<file path="src/rtl/if_id_fetch_stage_if.sv">
// Interface bundling the fetch-stage control inputs, redirect inputs,
// instruction-memory data and the IF/ID register outputs.
// The master side drives the stage (hazard unit, decode, instruction memory);
// the slave side is the fetch stage itself.
interface if_id_fetch_stage_if #(
    parameter int CNT_WIDTH = 16
);
    logic                 PC_Stall;
    logic                 IF_ID_Stall;
    logic                 IF_ID_Flush;
    logic [1:0]           PCSrc;
    logic [31:0]          BranchTarget;
    logic [31:0]          JR_Target;
    logic [31:0]          Instr_In;
    logic [31:0]          PC_Out;
    logic [31:0]          IF_ID_Instr;
    logic [31:0]          IF_ID_PC4;
    logic                 IF_ID_Valid;
    logic [5:0]           IF_ID_OP;
    logic [5:0]           IF_ID_Funct;
    logic [4:0]           IF_ID_RS;
    logic [4:0]           IF_ID_RT;
    logic [4:0]           IF_ID_RD;
    logic                 IF_ID_invalidRt;
    logic [CNT_WIDTH-1:0] StallCount;
    logic [CNT_WIDTH-1:0] FlushCount;

    modport master (
        output PC_Stall, IF_ID_Stall, IF_ID_Flush, PCSrc, BranchTarget, JR_Target, Instr_In,
        input  PC_Out, IF_ID_Instr, IF_ID_PC4, IF_ID_Valid, IF_ID_OP, IF_ID_Funct,
               IF_ID_RS, IF_ID_RT, IF_ID_RD, IF_ID_invalidRt, StallCount, FlushCount
    );

    modport slave (
        input  PC_Stall, IF_ID_Stall, IF_ID_Flush, PCSrc, BranchTarget, JR_Target, Instr_In,
        output PC_Out, IF_ID_Instr, IF_ID_PC4, IF_ID_Valid, IF_ID_OP, IF_ID_Funct,
               IF_ID_RS, IF_ID_RT, IF_ID_RD, IF_ID_invalidRt, StallCount, FlushCount
    );
endinterface

</file>
<file path="src/rtl/if_id_fetch_stage.sv">
// Instruction-fetch stage: PC register, IF/ID pipeline register, and
// saturating stall/flush event counters for performance debug.
// All outputs come straight from registers; nothing from Instr_In reaches
// an output combinationally.
module if_id_fetch_stage #(
    parameter logic [31:0] RESET_PC  = 32'h0000_0000,
    parameter int          CNT_WIDTH = 16
) (
    input  logic                CLK,
    input  logic                RESET_N,
    if_id_fetch_stage_if.slave  bus
);

    // rt is a source operand only for R-type, BEQ, BNE and SW.
    function automatic logic calc_invalid_rt(input logic [5:0] op);
        logic res;
        case (op)
            6'b000000: res = 1'b0;
            6'b000100: res = 1'b0;
            6'b000101: res = 1'b0;
            6'b101011: res = 1'b0;
            default:   res = 1'b1;
        endcase
        return res;
    endfunction

    localparam logic [CNT_WIDTH-1:0] CNT_MAX = {CNT_WIDTH{1'b1}};
    localparam logic [CNT_WIDTH-1:0] CNT_ONE = {{(CNT_WIDTH-1){1'b0}}, 1'b1};

    logic [31:0]          pc_q, pc_d;
    logic [31:0]          instr_q, instr_d;
    logic [31:0]          pc4_q, pc4_d;
    logic                 valid_q, valid_d;
    logic                 invalid_rt_q, invalid_rt_d;
    logic [CNT_WIDTH-1:0] stall_cnt_q, stall_cnt_d;
    logic [CNT_WIDTH-1:0] flush_cnt_q, flush_cnt_d;
    logic [31:0]          pc_plus4_s;
    logic [31:0]          pc_target_s;

    // Next PC: select redirect source, force word alignment, honour PC_Stall.
    always_comb begin
        pc_plus4_s  = pc_q + 32'd4;
        pc_target_s = pc_plus4_s;
        case (bus.PCSrc)
            2'b00:   pc_target_s = pc_plus4_s;
            2'b01:   pc_target_s = bus.BranchTarget;
            2'b10:   pc_target_s = {pc4_q[31:28], instr_q[25:0], 2'b00};
            2'b11:   pc_target_s = bus.JR_Target;
            default: pc_target_s = pc_plus4_s;
        endcase
        if (bus.PC_Stall) begin
            pc_d = pc_q;
        end else begin
            pc_d = {pc_target_s[31:2], 2'b00};
        end
    end

    // IF/ID next state: stall holds (and masks flush), flush inserts a bubble, else load.
    always_comb begin
        instr_d      = instr_q;
        pc4_d        = pc4_q;
        valid_d      = valid_q;
        invalid_rt_d = invalid_rt_q;
        if (bus.IF_ID_Stall) begin
            instr_d      = instr_q;
            pc4_d        = pc4_q;
            valid_d      = valid_q;
            invalid_rt_d = invalid_rt_q;
        end else if (bus.IF_ID_Flush) begin
            instr_d      = 32'h0000_0000;
            pc4_d        = 32'h0000_0000;
            valid_d      = 1'b0;
            invalid_rt_d = 1'b0;
        end else begin
            instr_d      = bus.Instr_In;
            pc4_d        = pc_plus4_s;
            valid_d      = 1'b1;
            invalid_rt_d = calc_invalid_rt(bus.Instr_In[31:26]);
        end
    end

    // Saturating event counters; a flush masked by a stall is not counted.
    always_comb begin
        stall_cnt_d = stall_cnt_q;
        flush_cnt_d = flush_cnt_q;
        if (bus.IF_ID_Stall && (stall_cnt_q != CNT_MAX)) begin
            stall_cnt_d = stall_cnt_q + CNT_ONE;
        end else begin
            stall_cnt_d = stall_cnt_q;
        end
        if (bus.IF_ID_Flush && !bus.IF_ID_Stall && (flush_cnt_q != CNT_MAX)) begin
            flush_cnt_d = flush_cnt_q + CNT_ONE;
        end else begin
            flush_cnt_d = flush_cnt_q;
        end
    end

    // State registers with synchronous active-low reset.
    always_ff @(posedge CLK) begin
        if (!RESET_N) begin
            pc_q         <= RESET_PC;
            instr_q      <= 32'h0000_0000;
            pc4_q        <= 32'h0000_0000;
            valid_q      <= 1'b0;
            invalid_rt_q <= 1'b0;
            stall_cnt_q  <= {CNT_WIDTH{1'b0}};
            flush_cnt_q  <= {CNT_WIDTH{1'b0}};
        end else begin
            pc_q         <= pc_d;
            instr_q      <= instr_d;
            pc4_q        <= pc4_d;
            valid_q      <= valid_d;
            invalid_rt_q <= invalid_rt_d;
            stall_cnt_q  <= stall_cnt_d;
            flush_cnt_q  <= flush_cnt_d;
        end
    end

    assign bus.PC_Out          = pc_q;
    assign bus.IF_ID_Instr     = instr_q;
    assign bus.IF_ID_PC4       = pc4_q;
    assign bus.IF_ID_Valid     = valid_q;
    assign bus.IF_ID_OP        = instr_q[31:26];
    assign bus.IF_ID_Funct     = instr_q[5:0];
    assign bus.IF_ID_RS        = instr_q[25:21];
    assign bus.IF_ID_RT        = instr_q[20:16];
    assign bus.IF_ID_RD        = instr_q[15:11];
    assign bus.IF_ID_invalidRt = invalid_rt_q;
    assign bus.StallCount      = stall_cnt_q;
    assign bus.FlushCount      = flush_cnt_q;

endmodule

</file>
<file path="src/flat_wrapper.sv">
// flat-port wrapper written by rule: the top's interface ports become plain ports
module if_id_fetch_stage_flat 
#(
    parameter logic [31:0] RESET_PC  = 32'h0000_0000,
    parameter int          CNT_WIDTH = 16
)
  (CLK, RESET_N, bus_PC_Stall, bus_IF_ID_Stall, bus_IF_ID_Flush, bus_PCSrc, bus_BranchTarget, bus_JR_Target, bus_Instr_In, bus_PC_Out, bus_IF_ID_Instr, bus_IF_ID_PC4, bus_IF_ID_Valid, bus_IF_ID_OP, bus_IF_ID_Funct, bus_IF_ID_RS, bus_IF_ID_RT, bus_IF_ID_RD, bus_IF_ID_invalidRt, bus_StallCount, bus_FlushCount);
  if_id_fetch_stage_if #(.CNT_WIDTH(CNT_WIDTH)) bus_i ();
  input  logic CLK;
  input  logic RESET_N;
  input wire logic [$bits(bus_i.PC_Stall)-1:0] bus_PC_Stall;
  input wire logic [$bits(bus_i.IF_ID_Stall)-1:0] bus_IF_ID_Stall;
  input wire logic [$bits(bus_i.IF_ID_Flush)-1:0] bus_IF_ID_Flush;
  input wire logic [$bits(bus_i.PCSrc)-1:0] bus_PCSrc;
  input wire logic [$bits(bus_i.BranchTarget)-1:0] bus_BranchTarget;
  input wire logic [$bits(bus_i.JR_Target)-1:0] bus_JR_Target;
  input wire logic [$bits(bus_i.Instr_In)-1:0] bus_Instr_In;
  output wire logic [$bits(bus_i.PC_Out)-1:0] bus_PC_Out;
  output wire logic [$bits(bus_i.IF_ID_Instr)-1:0] bus_IF_ID_Instr;
  output wire logic [$bits(bus_i.IF_ID_PC4)-1:0] bus_IF_ID_PC4;
  output wire logic [$bits(bus_i.IF_ID_Valid)-1:0] bus_IF_ID_Valid;
  output wire logic [$bits(bus_i.IF_ID_OP)-1:0] bus_IF_ID_OP;
  output wire logic [$bits(bus_i.IF_ID_Funct)-1:0] bus_IF_ID_Funct;
  output wire logic [$bits(bus_i.IF_ID_RS)-1:0] bus_IF_ID_RS;
  output wire logic [$bits(bus_i.IF_ID_RT)-1:0] bus_IF_ID_RT;
  output wire logic [$bits(bus_i.IF_ID_RD)-1:0] bus_IF_ID_RD;
  output wire logic [$bits(bus_i.IF_ID_invalidRt)-1:0] bus_IF_ID_invalidRt;
  output wire logic [$bits(bus_i.StallCount)-1:0] bus_StallCount;
  output wire logic [$bits(bus_i.FlushCount)-1:0] bus_FlushCount;
  assign bus_i.PC_Stall = bus_PC_Stall;
  assign bus_i.IF_ID_Stall = bus_IF_ID_Stall;
  assign bus_i.IF_ID_Flush = bus_IF_ID_Flush;
  assign bus_i.PCSrc = bus_PCSrc;
  assign bus_i.BranchTarget = bus_BranchTarget;
  assign bus_i.JR_Target = bus_JR_Target;
  assign bus_i.Instr_In = bus_Instr_In;
  assign bus_PC_Out = bus_i.PC_Out;
  assign bus_IF_ID_Instr = bus_i.IF_ID_Instr;
  assign bus_IF_ID_PC4 = bus_i.IF_ID_PC4;
  assign bus_IF_ID_Valid = bus_i.IF_ID_Valid;
  assign bus_IF_ID_OP = bus_i.IF_ID_OP;
  assign bus_IF_ID_Funct = bus_i.IF_ID_Funct;
  assign bus_IF_ID_RS = bus_i.IF_ID_RS;
  assign bus_IF_ID_RT = bus_i.IF_ID_RT;
  assign bus_IF_ID_RD = bus_i.IF_ID_RD;
  assign bus_IF_ID_invalidRt = bus_i.IF_ID_invalidRt;
  assign bus_StallCount = bus_i.StallCount;
  assign bus_FlushCount = bus_i.FlushCount;
  if_id_fetch_stage #(.RESET_PC(RESET_PC), .CNT_WIDTH(CNT_WIDTH)) u_core (.CLK(CLK), .RESET_N(RESET_N), .bus(bus_i));
endmodule
</file>
<file path="config.mk">
export PLATFORM = sky130hd
export DESIGN_NAME = if_id_fetch_stage_flat
export DESIGN_NICKNAME = d
export VERILOG_FILES = /design/src/rtl/if_id_fetch_stage_if.sv /design/src/rtl/if_id_fetch_stage.sv /design/src/flat_wrapper.sv
export SDC_FILE = /design/constraint.sdc
export NUM_CORES = 1
export LEC_CHECK = 0
export ABC_CLOCK_PERIOD_IN_PS = 2020
export BUFFER_PORTS_ARGS = -buffer_cell sky130_fd_sc_hd__clkbuf_2
export CORE_UTILIZATION = 40
export DETAILED_ROUTE_END_ITERATION = 6
export PLACE_DENSITY = 0.67
export SETUP_SLACK_MARGIN = 0.02
export SLEW_MARGIN = 20
export SYNTH_ARGS = -nofsm -noshare
export SYNTH_HDL_FRONTEND = slang
export SYNTH_SLANG_ARGS = --single-unit
</file>
<file path="constraint.sdc">
create_clock -name CLK -period 2.02 [get_ports CLK]
set_input_delay 0.202 -clock CLK [delete_from_list [all_inputs] [get_ports CLK]]
set_output_delay 0.202 -clock CLK [all_outputs]
set_load 0.01 [all_outputs]
</file>
==> results of run 1 <==
layout make-up:
cell class | instances | share of cell area
sequential | 126 | 0.288
multi-input combinational | 566 | 0.426
inverter | 7 | 0.00300
clock buffer | 20 | 0.0499
tap | 216 | 0.0309
clock inverter | 12 | 0.0139
timing repair buffer | 298 | 0.188
stage by stage:
step / worst slack, ns / util / cells / cell area (um^2)
final: 0.125 / 0.543 / 1245 / 8760
after global routing: 0.00889 / 0.543 / 1245 / 8760
after CTS: 0.141 / 0.542 / 1244 / 8730
after detailed placement: 0.146 / 0.507 / 1212 / 8180
after global placement: 0.196 / 0.507 / 1212 / 8180
after floorplan: 0.236 / - / 783 / 6710
sequential cells by signal, indices dropped and copies added (netlist names):
signal	cells
u_core.bus.IF_ID_Instr	32
u_core.bus.IF_ID_PC4	30
u_core.bus.PC_Out	30
u_core.bus.FlushCount	16
u_core.bus.StallCount	16
u_core.bus.IF_ID_Valid	1
u_core.bus.IF_ID_invalidRt	1
critical path: stages (launching register included):
cell,delay (ns)
dfxtp_1,0.47
nand4_2,0.29
nor4_4,0.34
buf_4,0.18
nand4_1,0.17
a21oi_1,0.20
o221a_2,0.19
per-layer routing:
layer	track usage	share of wire
met5	0	0
met4	0.0988	0.026
met3	0.0544	0.058
met2	0.401	0.48
met1	0.307	0.44
synth_stat cells, types with 4 or more instances:
library cell,n,area share
nand4_1,14,0.013
clkbuf_1,39,0.022
o21ai_0,47,0.035
and2_1,20,0.019
xor2_1,22,0.029
a31oi_1,7,0.0065
a221oi_1,6,0.0078
nor3_1,15,0.011
and4_1,5,0.0065
a21oi_1,35,0.026
a22oi_1,38,0.043
a21boi_0,7,0.0078
a211oi_1,13,0.015
dfxtp_1,126,0.38
nor4_1,4,0.0037
nand2b_1,10,0.0093
o211ai_1,5,0.0056
mux2_2,6,0.010
xnor2_1,21,0.027
and3_1,12,0.011
buf_2,8,0.0060
o221a_2,12,0.020
inv_1,6,0.0034
nand3_1,30,0.022
o21a_1,4,0.0045
o31ai_1,8,0.0090
nor2b_1,43,0.040
nor2_1,23,0.013
mux2i_1,28,0.042
nand2_1,78,0.044
buf_4,32,0.036
buf_1,5,0.0028
what timing repair did:
item                                   in CTS  in global routing
endpoints found under the hold margin       0                  0
setup endpoints to repair                   0                  5
setup buffers                               0                  1
gates resized for setup                     0                  3
cell families after synthesis:
logic type                 count (synthesis)  synth area share
xor gates and xnor gates                  43            0.0562
and+or+nand+nor                          276             0.225
AOI/OAI and AO/OA                        204             0.208
other                                      1          0.000560
adders and majority gates                  3           0.00560
muxes                                     36            0.0586
DFF                                      126             0.377
buffers and inverters                     91            0.0704
worst max-delay path by stage:
stage | startpoint | to | slack, ns | cells after the start
3_3_place_gp | u_core.bus.PC_Out[15] | u_core.bus.PC_Out[21] | 0.20 | 5
3_5_place_dp | u_core.bus.PC_Out[6] | u_core.bus.PC_Out[31] | 0.15 | 5
6_report | u_core.bus.PC_Out[15] | u_core.bus.PC_Out[31] | 0.13 | 6
4_1_cts | u_core.bus.PC_Out[6] | u_core.bus.PC_Out[31] | 0.14 | 5
5_1_grt | u_core.bus.PC_Out[15] | u_core.bus.IF_ID_PC4[26] | 0.009 | 5
2_1_floorplan | u_core.bus.PC_Out[2] | u_core.bus.PC_Out[30] | 0.24 | 6
report_power, final:
group          internal (uW)  switching (uW)  total, uW  leakage [uW]
sequential              2580             109       2690       0.00103
clock                   1800            1140       2940      0.000269
combinational            379             452        831       0.00258
total                   4760            1700       6460       0.00388
==> impl_results.md, run 1 <==
- Status: complete, no violations
- Finish-stage setup viols: 0
- Startpoint types: flip-flop
- CTS Root Cell: clkbuf_16
- Initial core utilization: 0.416
- Hold Crit Class: in -> reg
- Via/cell ratio: 5.38
- Final hold violation count: 0
- Syn Area/Cell: 8.59 um^2
- Static Leak: 0.00388 uW
- Register area share after synthesis: 0.377
- Core area: 16,100 um^2
- Worst reg2reg path endpoint: u_core.bus.PC_Out[31]
- Clk buf depth: 2
- Most frequent cells in the layout: clkbuf_2 (250), dfxtp_1 (126), nand2_1 (77)
- CP required: 2.38 ns
- Iter 0 DRT Violations: 388
- Synth Flop Type: dfxtp_1
- Slew Limit Headroom: 0.535
- Commonest non-fill, non-tap cell in the layout: clkbuf_2
- Die Height: 131 um
- Clock Pin Slew Worst Setup and Hold Paths: 0.06 ns
- Post-Route WL: 21.1 mm
- Final total power: 6460 uW
- Yosys warning count: 0
- Worst hold stages: 3
- Antenna diode count: 0
- Clk_lat worst skew: 0.41 ns
- Share of cells above drive strength 1: 0.353
- Row count: 46
- Die W: 131 um
- Port Buffers: 251
- Post-synth EDFFs: 0
- Register-to-Register Setup Slack: 0.13 ns
- Hold_ws: 0.0367 ns
- PD cells: 737 nW/um^2
- Crit path arrival time: 2.26 ns
- Overall Global Routing Usage: 0.244
- Setup Skew: 0.00520 ns
- CTS tree: done
- RSZ-0062 raised after global routing: yes
- Setup TNS: 0 ns
- #FFs+latches synth: 126
- Vias in the first global route: 6,232
- Element type at the critical path end: flip-flop
- Largest net degree at the start of global routing: 54
- Initial antenna violation count: 0
- Register area: 2520 um^2
- MaxCap Viol Count: 0
- Mapped Area: 6700 um^2
- Tmin final: 1.89 ns
- Min-Delay Endpoint: u_core.bus.IF_ID_Instr[5]
- First-pass GRT wire length: 33.4 mm
- Area delta synth->final: 30.7%
- Hold_buf cts: 0
- Clock Sinks: 126
- Area of the multi-input gates: 3730 um^2
- Yosys cell types: 60
- # DRC: 0
- Congestion Overflow GR: 0
- Highest clock rate: 528 MHz
- Drt pass-1 iters: 5
- HP Start: bus_Instr_In[5]
- Async set-reset flop share out of synthesis: 0
- Dpl hpwl: 15.5 mm
- Layout fillers: 1,575
- Reg2reg start: u_core.bus.PC_Out[15]
- Slew Viols, Final: 0
- CTS buffer count: 17
- Worst Max-Slew Pin Slew: 0.696 ns
- Max VDD drop: 594 uV
- Final Cycle Share: 0.938
- Syn Inst Count: 780
- Reg2Reg Depth: 6
- DIE AREA: 17,300 um^2
- Via count: 6,698
- Post-DRT Antenna Nets: 0
- GPL Wtd Cong: 0.857
- Crit Path Class: reg -> reg
- WL/cell: 16.9 um
- CTS H-tree lvls: 4
- Total Nets Final: 1,122
- Boundary pin count: 260
- CP Max Fanout: 7
No activity file was read; power rests on OpenSTA's default activity.
==> run 2: changes to the inputs <==
--- a/config.mk
+++ b/config.mk
@@ -9,7 +9,7 @@
 export BUFFER_PORTS_ARGS = -buffer_cell sky130_fd_sc_hd__clkbuf_2
 export CORE_UTILIZATION = 40
 export DETAILED_ROUTE_END_ITERATION = 6
-export PLACE_DENSITY = 0.67
+export PLACE_DENSITY = 0.74
 export SETUP_SLACK_MARGIN = 0.02
 export SLEW_MARGIN = 20
 export SYNTH_ARGS = -nofsm -noshare
==> run 2 against run 1 <==
  * Combinational power grew 2.8%
  * Via count grew 0.46%
  * Power shrank 0.37%
  * Worst hold slack gained 0.0091 ns
  * Cell area is essentially flat
  * Core utilization is essentially flat
  * Clock power shrank 1%
  * Sequential power is essentially flat
  * Non-clock buffer count grew 1
  * Critical path type unchanged
  * Critical endpoint is now u_core.bus.PC_Out[15]
  * Largest cell class unchanged
==> impl_results.md, run 2 (synthesis results as in run 1) <==
- Via/cell ratio: 5.41 (+0.54%)
- Crit Path Class: reg -> reg
- WL/cell: 17.0 um (+0.55%)
- Reg2Reg Depth: 6 (unchanged)
- Finished layout cell area: 8760 um^2 (about the same)
- Layout fillers: 1,558 (-1.1%)
- Most frequent cells in the layout: clkbuf_2 (250), dfxtp_1 (126), nand2_1 (78)
- Overall Global Routing Usage: 0.243 (-0.00114)
- Min-Delay Endpoint: u_core.bus.IF_ID_Instr[24]
- Worst path cell trace: nand4_4, buf_4, nor4_1, nand3_1, o211ai_1, a21oi_1
- Congestion Overflow GR: 0 (unchanged)
- Slew Viols, Final: 0 (unchanged)
- Initial antenna violation count: 0 (unchanged)
- Row count: 46 (unchanged)
- CTS buffer count: 17 (unchanged)
- Finish-stage setup viols: 0 (unchanged)
- Iter 0 DRT Violations: 486 (+25%)
- Core area: 16,100 um^2 (unchanged)
- Static Leak: 0.00389 uW (+0.48%)
- # DRC: 0 (unchanged)
- Max VDD drop: 558 uV (-6.0%)
- CTS H-tree lvls: 4 (unchanged)
- Largest net degree at the start of global routing: 51 (-5.6%)
- First-pass GRT wire length: 33.4 mm (about the same)
- Hold_buf cts: 0 (unchanged)
- Reg2reg start: u_core.bus.PC_Out[5]
- Clk buf depth: 2 (unchanged)
- Antenna diode count: 0 (unchanged)
- Hold_ws: 0.0459 ns (+0.00912 ns)
- Dpl hpwl: 15.7 mm (+1.2%)
- Worst Max-Slew Pin Slew: 0.646 ns (-0.0499 ns)
- GPL Wtd Cong: 0.883 (+3.0%)
- Final Cycle Share: 0.952 (+0.0136)
- Boundary pin count: 260 (unchanged)
- Area delta synth->final: 30.7% (about the same)
- Clock Pin Slew Worst Setup and Hold Paths: 0.06 ns (about the same)
- CP Max Fanout: 6 (-1)
- Port Buffers: 251 (unchanged)
- Post-DRT Antenna Nets: 0 (unchanged)
- Critical Path Slowest Stage Cell: nor4_1
- Hold Crit Class: in -> reg
- Commonest non-fill, non-tap cell in the layout: clkbuf_2
- Clock Sinks: 126 (unchanged)
- Highest clock rate: 520 MHz (-1.4%)
- CTS tree: done
- Vias in the first global route: 6,480 (+4.0%)
- MaxCap Viol Count: 0 (unchanged)
- Worst hold stages: 3 (unchanged)
- Die Height: 131 um (unchanged)
- RSZ-0062 raised after global routing: yes
- PD cells: 735 nW/um^2 (-0.40%)
- Max stage delay on crit path: 0.59 ns (+0.12 ns)
- Total Nets Final: 1,123 (+0.089%)
- Crit path arrival time: 2.21 ns (-0.05 ns)
- Largest register FFs: 32 (unchanged)
- DIE AREA: 17,300 um^2 (unchanged)
- Initial core utilization: 0.416 (unchanged)
- Slew Limit Headroom: 0.566 (+0.0304)
- Worst reg2reg path endpoint: u_core.bus.PC_Out[15]
- Share of cells above drive strength 1: 0.349 (-0.00355)
- HP Start: bus_Instr_In[24]
- Register-to-Register Setup Slack: 0.1 ns (-0.03 ns)
- CP required: 2.31 ns (-0.07 ns)
- Tmin final: 1.92 ns (+0.0275 ns)
- Startpoint types: flip-flop
- Drt pass-1 iters: 5 (unchanged)
- Post-Route WL: 21.2 mm (+0.47%)
- Die W: 131 um (unchanged)
- Clk_lat worst skew: 0.41 ns (about the same)
- Final core utilization: 0.543 (about the same)
- Placed Area: 8190 um^2 (+0.15%)
- CTS Root Cell: clkbuf_16
- Via count: 6,729 (+0.46%)
- Element type at the critical path end: flip-flop
- Setup TNS: 0 ns (unchanged)
- Status: complete, no violations
- Setup Skew: 0.00587 ns (+0.000667 ns)
- Final hold violation count: 0 (unchanged)
==> run 2: worst max-delay path: cells and delay by family, from the launching register on <==
kind | cells | cell delay (ns)
compound gates | 2 | 0.20
buf+inv | 1 | 0.21
flops | 1 | 0.45
simple gates | 3 | 0.94
==> run 2: repair_timing <==
item / CTS / global route
endpoints found under the setup margin: 0 / 5
setup buffers: 0 / 1
gates resized for setup: 0 / 3
==> run 2: area by class of cell <==
| class | instances | area (um^2) | area share |
|---|---|---|---|
| multi-input cells | 566 | 3740 | 0.427 |
| clock inverters | 8 | 92.6 | 0.0106 |
| flip-flops and latches | 126 | 2520 | 0.288 |
| repair buffers | 299 | 1650 | 0.189 |
| well taps | 216 | 270 | 0.0309 |
| clock buffers | 22 | 454 | 0.0519 |
| inverters | 7 | 26.3 | 0.00300 |
==> run 2: per-layer routing <==
layer / share of wire / track usage / vias to the layer above
li1: - / - / 3279
met1: 0.44 / 0.301 / 3166
met2: 0.49 / 0.408 / 251
met3: 0.055 / 0.0540 / 33
met4: 0.024 / 0.0924 / 0
met5: 0 / 0 / -
==> run 2: worst max-delay path by stage <==
stage,startpoint,end,cells after the start
CTS,u_core.bus.PC_Out[16],u_core.bus.PC_Out[31],5
detailed placement,u_core.bus.PC_Out[8],u_core.bus.PC_Out[15],6
global placement,u_core.bus.PC_Out[8],u_core.bus.PC_Out[15],6
floorplan,u_core.bus.PC_Out[2],u_core.bus.PC_Out[30],6
finish,u_core.bus.PC_Out[5],u_core.bus.PC_Out[15],6
global route,u_core.bus.PC_Out[16],u_core.bus.IF_ID_PC4[26],5
==> run 2: through the flow <==
| stage | setup slack [ns] | std cells | total power (uW) |
|---|---|---|---|
| 2_1_floorplan | 0.236 | 783 | 3210 |
| 3_3_place_gp | 0.193 | 1213 | 3570 |
| 3_5_place_dp | 0.149 | 1213 | 3580 |
| 4_1_cts | 0.127 | 1243 | 6480 |
| 5_1_grt | -0.0268 | 1244 | 6680 |
| 6_report | 0.0976 | 1244 | 6430 |
==> run 2: where the power goes <==
part,switching (uW),total (uW),internal [uW]
combinational,466,854,388
sequential,99.3,2680,2580
clock,1080,2900,1820
